===== src/rtl/lcd_refresh_scheduler_pkg.sv =====
// Package lcd_sched_pkg: shared widths, frame-buffer depth, refresh FSM states,
// display line base addresses and a saturating counter helper for the LCD
// refresh scheduler.
// Optional feature macro used by the scheduler: LCD_SCHED_RR_ARB_EN.
package lcd_sched_pkg;

  localparam int ADDR_W   = 7;
  localparam int DATA_W   = 8;
  localparam int FB_DEPTH = 128;
  localparam int CNT_W    = 16;

  // Frame buffer addresses are {line[1:0], col[4:0]}; these are the column-0
  // addresses of the four display lines.
  localparam logic [ADDR_W-1:0] L1_BASE = 7'd0;
  localparam logic [ADDR_W-1:0] L2_BASE = 7'd32;
  localparam logic [ADDR_W-1:0] L3_BASE = 7'd64;
  localparam logic [ADDR_W-1:0] L4_BASE = 7'd96;

  typedef enum logic [2:0] {
    IDLE,
    TRIG,
    WAIT_RISE,
    WAIT_FALL,
    HOLDOFF
  } state_t;

  // Counters stop at all-ones so a stuck driver can never wrap them back
  // into a range that looks like a fresh wait.
  function automatic logic [CNT_W-1:0] sat_inc(input logic [CNT_W-1:0] v);
    return (v == '1) ? v : v + 1'b1;
  endfunction

endpackage


===== src/rtl/lcd_refresh_scheduler_if.sv =====
// Interface lcd_refresh_scheduler_if: bundles the two write requesters and
// the HD44780 driver port of the refresh scheduler.
//  req0_*/req1_* : valid/addr/data from requester, ready back to it
//  lcd_busy      : driver busy, lcd_addr: driver read address
//  lcd_data      : registered read data, lcd_trg: refresh trigger pulse
// Modports: master = requesters + driver side, slave = scheduler.
interface lcd_refresh_scheduler_if
  import lcd_sched_pkg::*;
();

  logic              req0_valid;
  logic [ADDR_W-1:0] req0_addr;
  logic [DATA_W-1:0] req0_data;
  logic              req0_ready;
  logic              req1_valid;
  logic [ADDR_W-1:0] req1_addr;
  logic [DATA_W-1:0] req1_data;
  logic              req1_ready;
  logic              lcd_busy;
  logic [ADDR_W-1:0] lcd_addr;
  logic [DATA_W-1:0] lcd_data;
  logic              lcd_trg;

  modport master (
    output req0_valid, req0_addr, req0_data,
    output req1_valid, req1_addr, req1_data,
    output lcd_busy, lcd_addr,
    input  req0_ready, req1_ready, lcd_data, lcd_trg
  );

  modport slave (
    input  req0_valid, req0_addr, req0_data,
    input  req1_valid, req1_addr, req1_data,
    input  lcd_busy, lcd_addr,
    output req0_ready, req1_ready, lcd_data, lcd_trg
  );

endinterface


===== src/rtl/lcd_refresh_scheduler_ram.sv =====
// Module lcd_fb_ram: 1-write 1-read character frame buffer, DEPTH x DW.
//  clk               : clock
//  wr_en/wr_addr/wr_data : write port, lands at the clock edge
//  rd_addr/rd_data   : registered read, read-before-write on address collision
// The storage array and read register are deliberately not reset so the
// displayed text survives a scheduler reset.
module lcd_fb_ram
  import lcd_sched_pkg::*;
#(
  parameter int DEPTH = FB_DEPTH
) (
  input  logic              clk,
  input  logic              wr_en,
  input  logic [ADDR_W-1:0] wr_addr,
  input  logic [DATA_W-1:0] wr_data,
  input  logic [ADDR_W-1:0] rd_addr,
  output logic [DATA_W-1:0] rd_data
);

  logic [DATA_W-1:0] mem [DEPTH];
  logic [DATA_W-1:0] rd_data_q;
  logic [DATA_W-1:0] rd_data_d;

  // The read sees the array before this edge's write, giving old data on a
  // same-address collision.
  always_comb begin
    rd_data_d = mem[rd_addr];
  end

  // Write and read registers share the edge; neither is reset.
  always_ff @(posedge clk) begin
    if (wr_en) begin
      mem[wr_addr] <= wr_data;
    end
    rd_data_q <= rd_data_d;
  end

  assign rd_data = rd_data_q;

endmodule


===== src/rtl/lcd_refresh_scheduler.sv =====
// Module lcd_refresh_scheduler: owns the 128x8 frame buffer for the HD44780
// driver, arbitrates two writers, serves the driver read port and schedules
// refresh triggers with a hold-off between refreshes.
//  clk, rst  : clock, asynchronous active-high reset
//  bus       : requesters + driver port (lcd_refresh_scheduler_if.slave)
//  flush     : request one refresh even when clean (held until serviced)
//  dirty     : buffer written since the last trigger
//  tmo_err   : sticky, driver never went busy after a trigger
// Macro LCD_SCHED_RR_ARB_EN selects round-robin arbitration; otherwise
// req0 has fixed priority over req1. HOLDOFF_CYC and RISE_TMO must be >= 1.
module lcd_refresh_scheduler
  import lcd_sched_pkg::*;
#(
  parameter int HOLDOFF_CYC = 2500,
  parameter int RISE_TMO    = 16
) (
  input  logic                   clk,
  input  logic                   rst,
  lcd_refresh_scheduler_if.slave bus,
  input  logic                   flush,
  output logic                   dirty,
  output logic                   tmo_err
);

  logic              gnt0, gnt1, wr_en;
  logic [ADDR_W-1:0] wr_addr;
  logic [DATA_W-1:0] wr_data;
  logic [DATA_W-1:0] ram_rd_data;
  state_t            state_q, state_d;
  logic [CNT_W-1:0]  cnt_q, cnt_d;
  logic              dirty_q, dirty_d;
  logic              flush_pend_q, flush_pend_d;
  logic              tmo_err_q, tmo_err_d;
  logic              lcd_trg_q, lcd_trg_d;
  logic              rd_valid_q, rd_valid_d;

`ifdef LCD_SCHED_RR_ARB_EN
  logic prio1_q, prio1_d;

  // Round-robin: on contention the pointer picks the winner; any grant hands
  // priority to the other requester for the next contention.
  always_comb begin
    gnt0    = 1'b0;
    gnt1    = 1'b0;
    prio1_d = prio1_q;
    if (!rst) begin
      if (bus.req0_valid && bus.req1_valid) begin
        gnt0 = !prio1_q;
        gnt1 = prio1_q;
      end else begin
        gnt0 = bus.req0_valid;
        gnt1 = bus.req1_valid;
      end
    end
    if (gnt0) begin
      prio1_d = 1'b1;
    end else if (gnt1) begin
      prio1_d = 1'b0;
    end
  end

  // Priority pointer starts at req0 after reset.
  always_ff @(posedge clk or posedge rst) begin
    if (rst) begin
      prio1_q <= 1'b0;
    end else begin
      prio1_q <= prio1_d;
    end
  end
`else
  // Fixed priority: req0 always wins; req1 only writes when req0 is quiet.
  always_comb begin
    gnt0 = 1'b0;
    gnt1 = 1'b0;
    if (!rst) begin
      gnt0 = bus.req0_valid;
      gnt1 = bus.req1_valid && !bus.req0_valid;
    end
  end
`endif

  // The granted requester drives the single RAM write port.
  always_comb begin
    wr_en   = gnt0 | gnt1;
    wr_addr = gnt0 ? bus.req0_addr : bus.req1_addr;
    wr_data = gnt0 ? bus.req0_data : bus.req1_data;
  end

  assign bus.req0_ready = gnt0;
  assign bus.req1_ready = gnt1;

  lcd_fb_ram u_ram (
    .clk     (clk),
    .wr_en   (wr_en),
    .wr_addr (wr_addr),
    .wr_data (wr_data),
    .rd_addr (bus.lcd_addr),
    .rd_data (ram_rd_data)
  );

  // Refresh FSM. The counter holds cycles since the trigger in WAIT_RISE and
  // hold-off cycles in HOLDOFF. A write accepted in any state (including the
  // trigger cycle) leaves dirty set so a torn frame gets a follow-up refresh.
  always_comb begin
    state_d      = state_q;
    cnt_d        = cnt_q;
    dirty_d      = dirty_q;
    flush_pend_d = flush_pend_q | flush;
    tmo_err_d    = tmo_err_q;
    lcd_trg_d    = 1'b0;
    rd_valid_d   = 1'b1;
    unique case (state_q)
      IDLE: begin
        if ((dirty_q || flush_pend_q) && !bus.lcd_busy) begin
          state_d   = TRIG;
          lcd_trg_d = 1'b1;
        end
      end
      TRIG: begin
        dirty_d      = 1'b0;
        flush_pend_d = flush;
        cnt_d        = CNT_W'(1);
        state_d      = WAIT_RISE;
      end
      WAIT_RISE: begin
        if (bus.lcd_busy) begin
          state_d = WAIT_FALL;
        end else if (cnt_q >= CNT_W'(RISE_TMO - 1)) begin
          tmo_err_d = 1'b1;
          dirty_d   = 1'b1;
          state_d   = IDLE;
        end else begin
          cnt_d = sat_inc(cnt_q);
        end
      end
      WAIT_FALL: begin
        if (!bus.lcd_busy) begin
          cnt_d   = '0;
          state_d = HOLDOFF;
        end
      end
      HOLDOFF: begin
        if (cnt_q >= CNT_W'(HOLDOFF_CYC - 1)) begin
          state_d = IDLE;
        end else begin
          cnt_d = sat_inc(cnt_q);
        end
      end
      default: begin
        state_d = IDLE;
      end
    endcase
    if (wr_en) begin
      dirty_d = 1'b1;
    end
  end

  // Control state register; reset abandons any refresh in flight.
  always_ff @(posedge clk or posedge rst) begin
    if (rst) begin
      state_q      <= IDLE;
      cnt_q        <= '0;
      dirty_q      <= 1'b0;
      flush_pend_q <= 1'b0;
      tmo_err_q    <= 1'b0;
      lcd_trg_q    <= 1'b0;
      rd_valid_q   <= 1'b0;
    end else begin
      state_q      <= state_d;
      cnt_q        <= cnt_d;
      dirty_q      <= dirty_d;
      flush_pend_q <= flush_pend_d;
      tmo_err_q    <= tmo_err_d;
      lcd_trg_q    <= lcd_trg_d;
      rd_valid_q   <= rd_valid_d;
    end
  end

  // The RAM read register is unreset, so read data is masked to zero until
  // the first read after reset has been captured.
  assign bus.lcd_data = rd_valid_q ? ram_rd_data : '0;
  assign bus.lcd_trg  = lcd_trg_q;
  assign dirty        = dirty_q;
  assign tmo_err      = tmo_err_q;

endmodule

===== src/flat_wrapper.sv =====
// flat-port wrapper written by rule: the top's interface ports become plain ports
module lcd_refresh_scheduler_flat import lcd_sched_pkg::*;
#(
  parameter int HOLDOFF_CYC = 2500,
  parameter int RISE_TMO    = 16
)
  (clk, rst, flush, dirty, tmo_err, bus_req0_valid, bus_req0_addr, bus_req0_data, bus_req1_valid, bus_req1_addr, bus_req1_data, bus_lcd_busy, bus_lcd_addr, bus_req0_ready, bus_req1_ready, bus_lcd_data, bus_lcd_trg);
  lcd_refresh_scheduler_if bus_i ();
  input  logic clk;
  input  logic rst;
  input  logic flush;
  output logic dirty;
  output logic tmo_err;
  input wire logic [$bits(bus_i.req0_valid)-1:0] bus_req0_valid;
  input wire logic [$bits(bus_i.req0_addr)-1:0] bus_req0_addr;
  input wire logic [$bits(bus_i.req0_data)-1:0] bus_req0_data;
  input wire logic [$bits(bus_i.req1_valid)-1:0] bus_req1_valid;
  input wire logic [$bits(bus_i.req1_addr)-1:0] bus_req1_addr;
  input wire logic [$bits(bus_i.req1_data)-1:0] bus_req1_data;
  input wire logic [$bits(bus_i.lcd_busy)-1:0] bus_lcd_busy;
  input wire logic [$bits(bus_i.lcd_addr)-1:0] bus_lcd_addr;
  output wire logic [$bits(bus_i.req0_ready)-1:0] bus_req0_ready;
  output wire logic [$bits(bus_i.req1_ready)-1:0] bus_req1_ready;
  output wire logic [$bits(bus_i.lcd_data)-1:0] bus_lcd_data;
  output wire logic [$bits(bus_i.lcd_trg)-1:0] bus_lcd_trg;
  assign bus_i.req0_valid = bus_req0_valid;
  assign bus_i.req0_addr = bus_req0_addr;
  assign bus_i.req0_data = bus_req0_data;
  assign bus_i.req1_valid = bus_req1_valid;
  assign bus_i.req1_addr = bus_req1_addr;
  assign bus_i.req1_data = bus_req1_data;
  assign bus_i.lcd_busy = bus_lcd_busy;
  assign bus_i.lcd_addr = bus_lcd_addr;
  assign bus_req0_ready = bus_i.req0_ready;
  assign bus_req1_ready = bus_i.req1_ready;
  assign bus_lcd_data = bus_i.lcd_data;
  assign bus_lcd_trg = bus_i.lcd_trg;
  lcd_refresh_scheduler #(.HOLDOFF_CYC(HOLDOFF_CYC), .RISE_TMO(RISE_TMO)) u_core (.clk(clk), .rst(rst), .bus(bus_i), .flush(flush), .dirty(dirty), .tmo_err(tmo_err));
endmodule

===== config.mk =====
export PLATFORM = sky130hd
export DESIGN_NAME = lcd_refresh_scheduler_flat
export DESIGN_NICKNAME = d
export VERILOG_FILES = /design/src/rtl/lcd_refresh_scheduler_pkg.sv /design/src/rtl/lcd_refresh_scheduler_if.sv /design/src/rtl/lcd_refresh_scheduler_ram.sv /design/src/rtl/lcd_refresh_scheduler.sv /design/src/flat_wrapper.sv
export SDC_FILE = /design/constraint.sdc
export NUM_CORES = 1
export LEC_CHECK = 0
export CORE_UTILIZATION = 40
export DETAILED_ROUTE_END_ITERATION = 10
export PLACE_DENSITY_LB_ADDON = 0.15
export SYNTH_ARGS = -nofsm -noshare
export SYNTH_HDL_FRONTEND = slang
export SYNTH_SLANG_ARGS = --single-unit

===== constraint.sdc =====
create_clock -name clk -period 2.9 [get_ports clk]
set_clock_uncertainty 0.2 [all_clocks]
set_input_delay 0.58 -clock clk [delete_from_list [all_inputs] [get_ports clk]]
set_output_delay 0.58 -clock clk [all_outputs]
set_load 0.01 [all_outputs]

======== After elaboration in Yosys (flattened, before gate mapping) ========
Memory sizes are Yosys's and may differ from the RTL's. A register that Yosys moved wholly into a read port is not among the register bits.
Index checks and enable logic that the tools add are counted.
operators by class
  add/sub/neg operators ................... 1
  $lt $le $gt $ge ......................... 2
  eq/ne operators ......................... 14
  muxes and demuxes ....................... 26
  bitwise gates (word level) .............. 3
  reductions and logical operators ........ 12
operator list
  kind                                                                      number
  16-bit 2-to-1 mux                                                         5
  16-bit one-hot mux with 4 select lines                                    1
  16-bit by 1-bit adder with 16-bit output (second input constant)          1
  16-bit == test (second input constant)                                    1
  16-bit by 12-bit >= comparator with 1-bit output (second input constant)  1
  16-bit by 4-bit >= comparator with 1-bit output (second input constant)   1
  8-bit 2-to-1 mux                                                          2
  3-bit 2-to-1 mux                                                          5
  3-bit one-hot mux with 5 select lines                                     1
  1-bit 2-to-1 mux                                                          10
  2-bit != test (second input constant)                                     4
  7-bit 2-to-1 mux                                                          1
  3-bit by 2-bit == test with 1-bit output (second input constant)          2
  3-bit by 2-bit != test with 1-bit output (second input constant)          2
  3-bit AND reduction                                                       2
  5-bit AND reduction                                                       1
  2-bit by 1-bit != test with 1-bit output (second input constant)          2
  4-bit AND reduction                                                       1
  4-bit nonzero test                                                        1
  3-bit by 1-bit == test with 1-bit output (second input constant)          1
  3-bit == test (second input constant)                                     1
  3-bit zero test                                                           1
  3-bit != test (second input constant)                                     1
  3-bit nonzero test                                                        1
  other kinds (6)                                                           9
storage, ports and cells
  register bits ........................... 24
  bits in writable memories ............... 1,024
  input bits .............................. 43
  output and inout bits ................... 13
  word-level logic and storage cells ...... 66
  memories ................................ 1
memory list
  name              depth  width  rd ports  clocked after memory_dff  wr ports  RTL line                         RTL
  u_core.u_ram.mem  128    8      1         1                         1         lcd_refresh_scheduler_ram.sv:20  logic [DATA_W-1:0] mem [DEPTH];

======== Depth between registers and ports, before layout ========
  depth in word-level cells ............... 6
  gate-level depth with buffers ........... 10
  gate-level depth less buffers ........... 7

======== Cells and area by module ========
A second synthesis with hierarchy kept.
second synthesis, totals
  cell total of the unflattened synthesis .. 1,800
  area, all modules ....................... 41,190.8 um2
modules (own cells, without submodules)
  module                 times used  cells each  area an instance (um2)  seq. area each (um2)
  lcd_fb_ram             1           1,635       39,665.5                30,909.6
  lcd_refresh_scheduler  1           165         1,525.2                 600.6

======== Worst setup path before layout ========
OpenSTA, ideal clock, no wires.
  path kind ............................... in2reg
  start ................................... input rst
  end ..................................... memory u_core.u_ram.mem[0][0], data pin
  library setup time ...................... 511 ps
  data arrival time ....................... 3,135 ps
  data required time ...................... 2,189 ps
  path slack .............................. -946 ps
  cell stages on the path ................. 6
  path buffers ............................ 2
  cells stage by stage .................... nand2b_1 > inv_1 > clkbuf_1 > buf_1 > nand2_1 > nand2_1
on the way
  longest elaborated chain between the ends .. 2
ends and longest elaborated chain
  element                      RTL line                         RTL
  start, declared              flat_wrapper.sv:10               input logic rst;
  1-bit 2-to-1 mux             lcd_refresh_scheduler.sv:75      if (!rst) begin
  net bus_req0_ready           flat_wrapper.sv:22               output wire logic [$bits(bus_i.req0_ready)-1:0] bus_req0_ready;
  8-bit 2-to-1 mux             lcd_refresh_scheduler.sv:86      wr_data = gnt0 ? bus.req0_data : bus.req1_data;
  net u_core.u_ram.wr_data[0]  lcd_refresh_scheduler_ram.sv:15  input logic [DATA_W-1:0] wr_data,
  end, declared                lcd_refresh_scheduler_ram.sv:20
The timed path passes the listed nets, and every way through them passes these cells.

======== Worst setup path in the final report ========
  start ................................... register u_core.rd_valid_q
  end ..................................... output bus_lcd_data[2]
on the way
  longest elaborated chain between the ends .. 1
ends and longest elaborated chain
  element                 RTL line                      RTL
  start, declared         lcd_refresh_scheduler.sv:35   logic rd_valid_q, rd_valid_d;
  start signal, assigned  lcd_refresh_scheduler.sv:175  rd_valid_q <= rd_valid_d;
  8-bit 2-to-1 mux        lcd_refresh_scheduler.sv:181  assign bus.lcd_data = rd_valid_q ? ram_rd_data : '0;
  end, declared           flat_wrapper.sv:24            output wire logic [$bits(bus_i.lcd_data)-1:0] bus_lcd_data;
Every way passes these cells.

==> flow_metrics.tcl <==
set metrics [dict create \
    status "complete, no violations" \
    critPathMaxFanout 8 \
    hpwl_um 68030 \
    clkPwrFrac 0.412 \
    synth_compound_area_frac 0.04137 \
    mostFrequentLayoutCells "edfxtp_1, buf_4, mux4_2, mux2i_1, nor2_1" \
    rr_endpoint "u_core.cnt_q[11]" \
    path_class "register to output port" \
    final_common_cell "edfxtp_1" \
    numCtsBuffers 106 \
    met3_usage 0.03617 \
    clockRootBuffer "clkbuf_16" \
    synth.avg_cell_area_um2 19.18 \
    gr-max-usage-layer "met2" \
    ant_nets 0 \
    netlist_top_cells_area "edfxtp_1, mux4_2, mux2i_1, dfrtp_1, nor2_1" \
    synth_warnings 0 \
    clock_path_buffers 3 \
    synth_top_area_cell "edfxtp_1" \
    grt_pass1_wl_um 150600 \
    synth_area_um2 41100 \
    yosysTopAreaCellShare 0.7482 \
    fin_tns_setup_ns 0 \
    p_switching_uw 7253 \
    instances_no_fill 3984 \
    async_reset_ff_frac 0.02273 \
    cts_tree "yes" \
    ios 56 \
    grt_max_degree 81 \
    worst_path_largest_cell_delay_ns 0.60 \
    ys_seq_elements 1056 \
    synthCells 2143 \
    required_ns 2.12 \
    routed_wl_um 102700 \
    htreeDepth 3 \
    cts_sinks 1056 \
    synthAdderAreaFrac 0.0003045 \
    postCtsSetupRepairBufs 0 \
    diodes 0 \
    start_kind "register" \
    end_kind "output port" \
    initial_core_util 0.4039 \
    avgViaCountPerCell 5.443 \
    route.detailed.drc 0 \
    met2_usage 0.3025 \
    coreArea_um2 101700 \
    syn_nets 2187 \
    synthXorXnorAreaFrac 0 \
    slowest_stage "clkdlybuf4s50_1" \
    hold_viol_final 0 \
    use_met1 0.2987 \
    worst_skew_pair.late_latency_ns 0.68 \
    p_total_uw 33160 \
    synth_cell_type_count 46 \
    cts_resized 1 \
    min_period_ns 2.803 \
    fin_crit_sh 0.9664 \
    yosys-mux-area-fraction 0.1381 \
    postCtsHoldBufs 0 \
    setup_viol 0 \
    final_layout_size_suffix_gt1_frac 0.2676 \
    power_frac_seq 0.515 \
    grt_pass1_vias 22270 \
    ir_drop_uv 515.1 \
    track_usage 0.2004 \
    die_y_um 322.5 \
    r2r-start "u_core.cnt_q[4]" \
    grt_antenna_before_repair 2 \
    rsz0062_at_grt "false" \
    powerDensity_nw_per_um2 665.9 \
    rr_worst_depth 6 \
    place.port_buffers 55 \
    synth_top_family_by_area "multiplexers" \
    fp-row-count 117 \
    die_w_um 322.5 \
    timing.fmax_mhz 356.8 \
    first_pass_iters 5 \
    slew_viol_final 0 \
    clk_pin_slew_ns 0.06 \
    nets 2570 \
    routedWlPerCell_um 25.77 \
    synth_edf_count 1024 \
    leakage_uw 0.01639 \
    yosys.area_share.simple 0.04122 \
    r2r_slack_ns 0.26 \
    crit_chain "and2_1, clkdlybuf4s50_1" \
    internal_power_uw 25910 \
    min_path_type "primary input to async pin" \
    drv_cap 0 \
    relSlewSlack 0.5428 \
    yosysSeqAreaShare 0.7667 \
    placedCellCount 3786 \
    pwr-share-comb 0.073 \
    die_area_um2 104000 \
    drt_iter0_markers 2236 \
    grt_overflow 0 \
    vias 21690 \
    worstMarginPinSlew_ns 0.6787 \
    arrival_ns 2.02 \
    gp_congestion 0.8526 \
    power.share.switching 0.2187 \
    synth_flop_cell "edfxtp_1" \
    synthToLayoutAreaGrowth_pct 21.16 \
]
-- per-layer routing --
| metal | share of wire | vias to the layer above |
|---|---|---|
| li1 | - | 9525 |
| met1 | 0.46 | 11280 |
| met2 | 0.45 | 756 |
| met3 | 0.068 | 122 |
| met4 | 0.021 | 0 |
| met5 | 0 | - |
-- worst max-delay path by stage --
stage	end	depth (start not counted)	from	slack, ns
CTS	bus_lcd_data[6]	2	u_core.rd_valid_q	0.003
finish	bus_lcd_data[2]	2	u_core.rd_valid_q	0.1
global placement	u_core.u_ram.rd_data[1]	9	bus_lcd_addr[1]	-0.48
detailed placement	u_core.u_ram.rd_data[4]	11	bus_lcd_addr[1]	-0.50
floorplan	u_core.u_ram.mem[32][0]	8	rst	0.03
global route	bus_req0_ready	5	rst	0.03
-- state kept, by name, summed over array words and instances, names as in the netlist, 3 cells and up --
signal,count
u_core.cnt_q,16
u_core.state_q,3
u_core.u_ram.mem,1024
u_core.u_ram.rd_data,8
-- power by group through the flow --
stage          Sequential [uW]  Combinational (uW)  Clock (uW)
5_1_grt                  17100                2590       14500
4_1_cts                  17100                2450       13900
6_report                 17100                2430       13700
2_1_floorplan            17400                1250           0
3_3_place_gp             17400                2400           0
3_5_place_dp             17400                2440           0
-- final cells by class --
type | instances | area (um^2)
Clock buffer | 141 | 2887
Clock inverter | 57 | 603.1
Fill cell | 8336 | 51950
Inverter | 5 | 22.52
Multi-Input combinational cell | 967 | 9170
Sequential cell | 1056 | 31510
Tap cell | 1368 | 1712
Timing Repair Buffer | 390 | 3889
-- critical path: cells and delay by family (launching register included) --
family / cells / cell delay [ns]
buffers and inverters: 1 / 0.60
flip-flops: 1 / 0.44
AND/OR/NAND/NOR: 1 / 0.30
-- kinds of logic after synthesis --
group | Yosys count
and+or+nand+nor | 384
muxes | 337
other | 1
AOI/OAI and AO/OA | 244
buffers and inverters | 120
adders and majority gates | 1
DFF | 1056
-- synthesized netlist by cell type (all sizes together) (10+ instances only) --
cell type,number
buf,57
nand2,129
nor3,15
nand3b,16
edfxtp,1024
dfrtp,24
nor2,147
mux2i,153
o21ai,31
clkbuf,58
nand3,28
mux4,184
o31ai,10
and2,12
o22ai,64
a22oi,56
a211oi,63
-- through the flow --
step,worst slack [ns],cell area (um^2),hold WS (ns),utilization
floorplan,0.03103,41160,0.2501,-
global placement,-0.4826,46300,0.2554,0.4550
detailed placement,-0.4951,46300,0.2504,0.4550
CTS,0.002526,49790,0.2431,0.4893
global route,0.03134,49790,0.2882,0.4894
finish,0.09733,49790,0.2763,0.4894
Note: power is estimated with default switching activity, not from simulation.
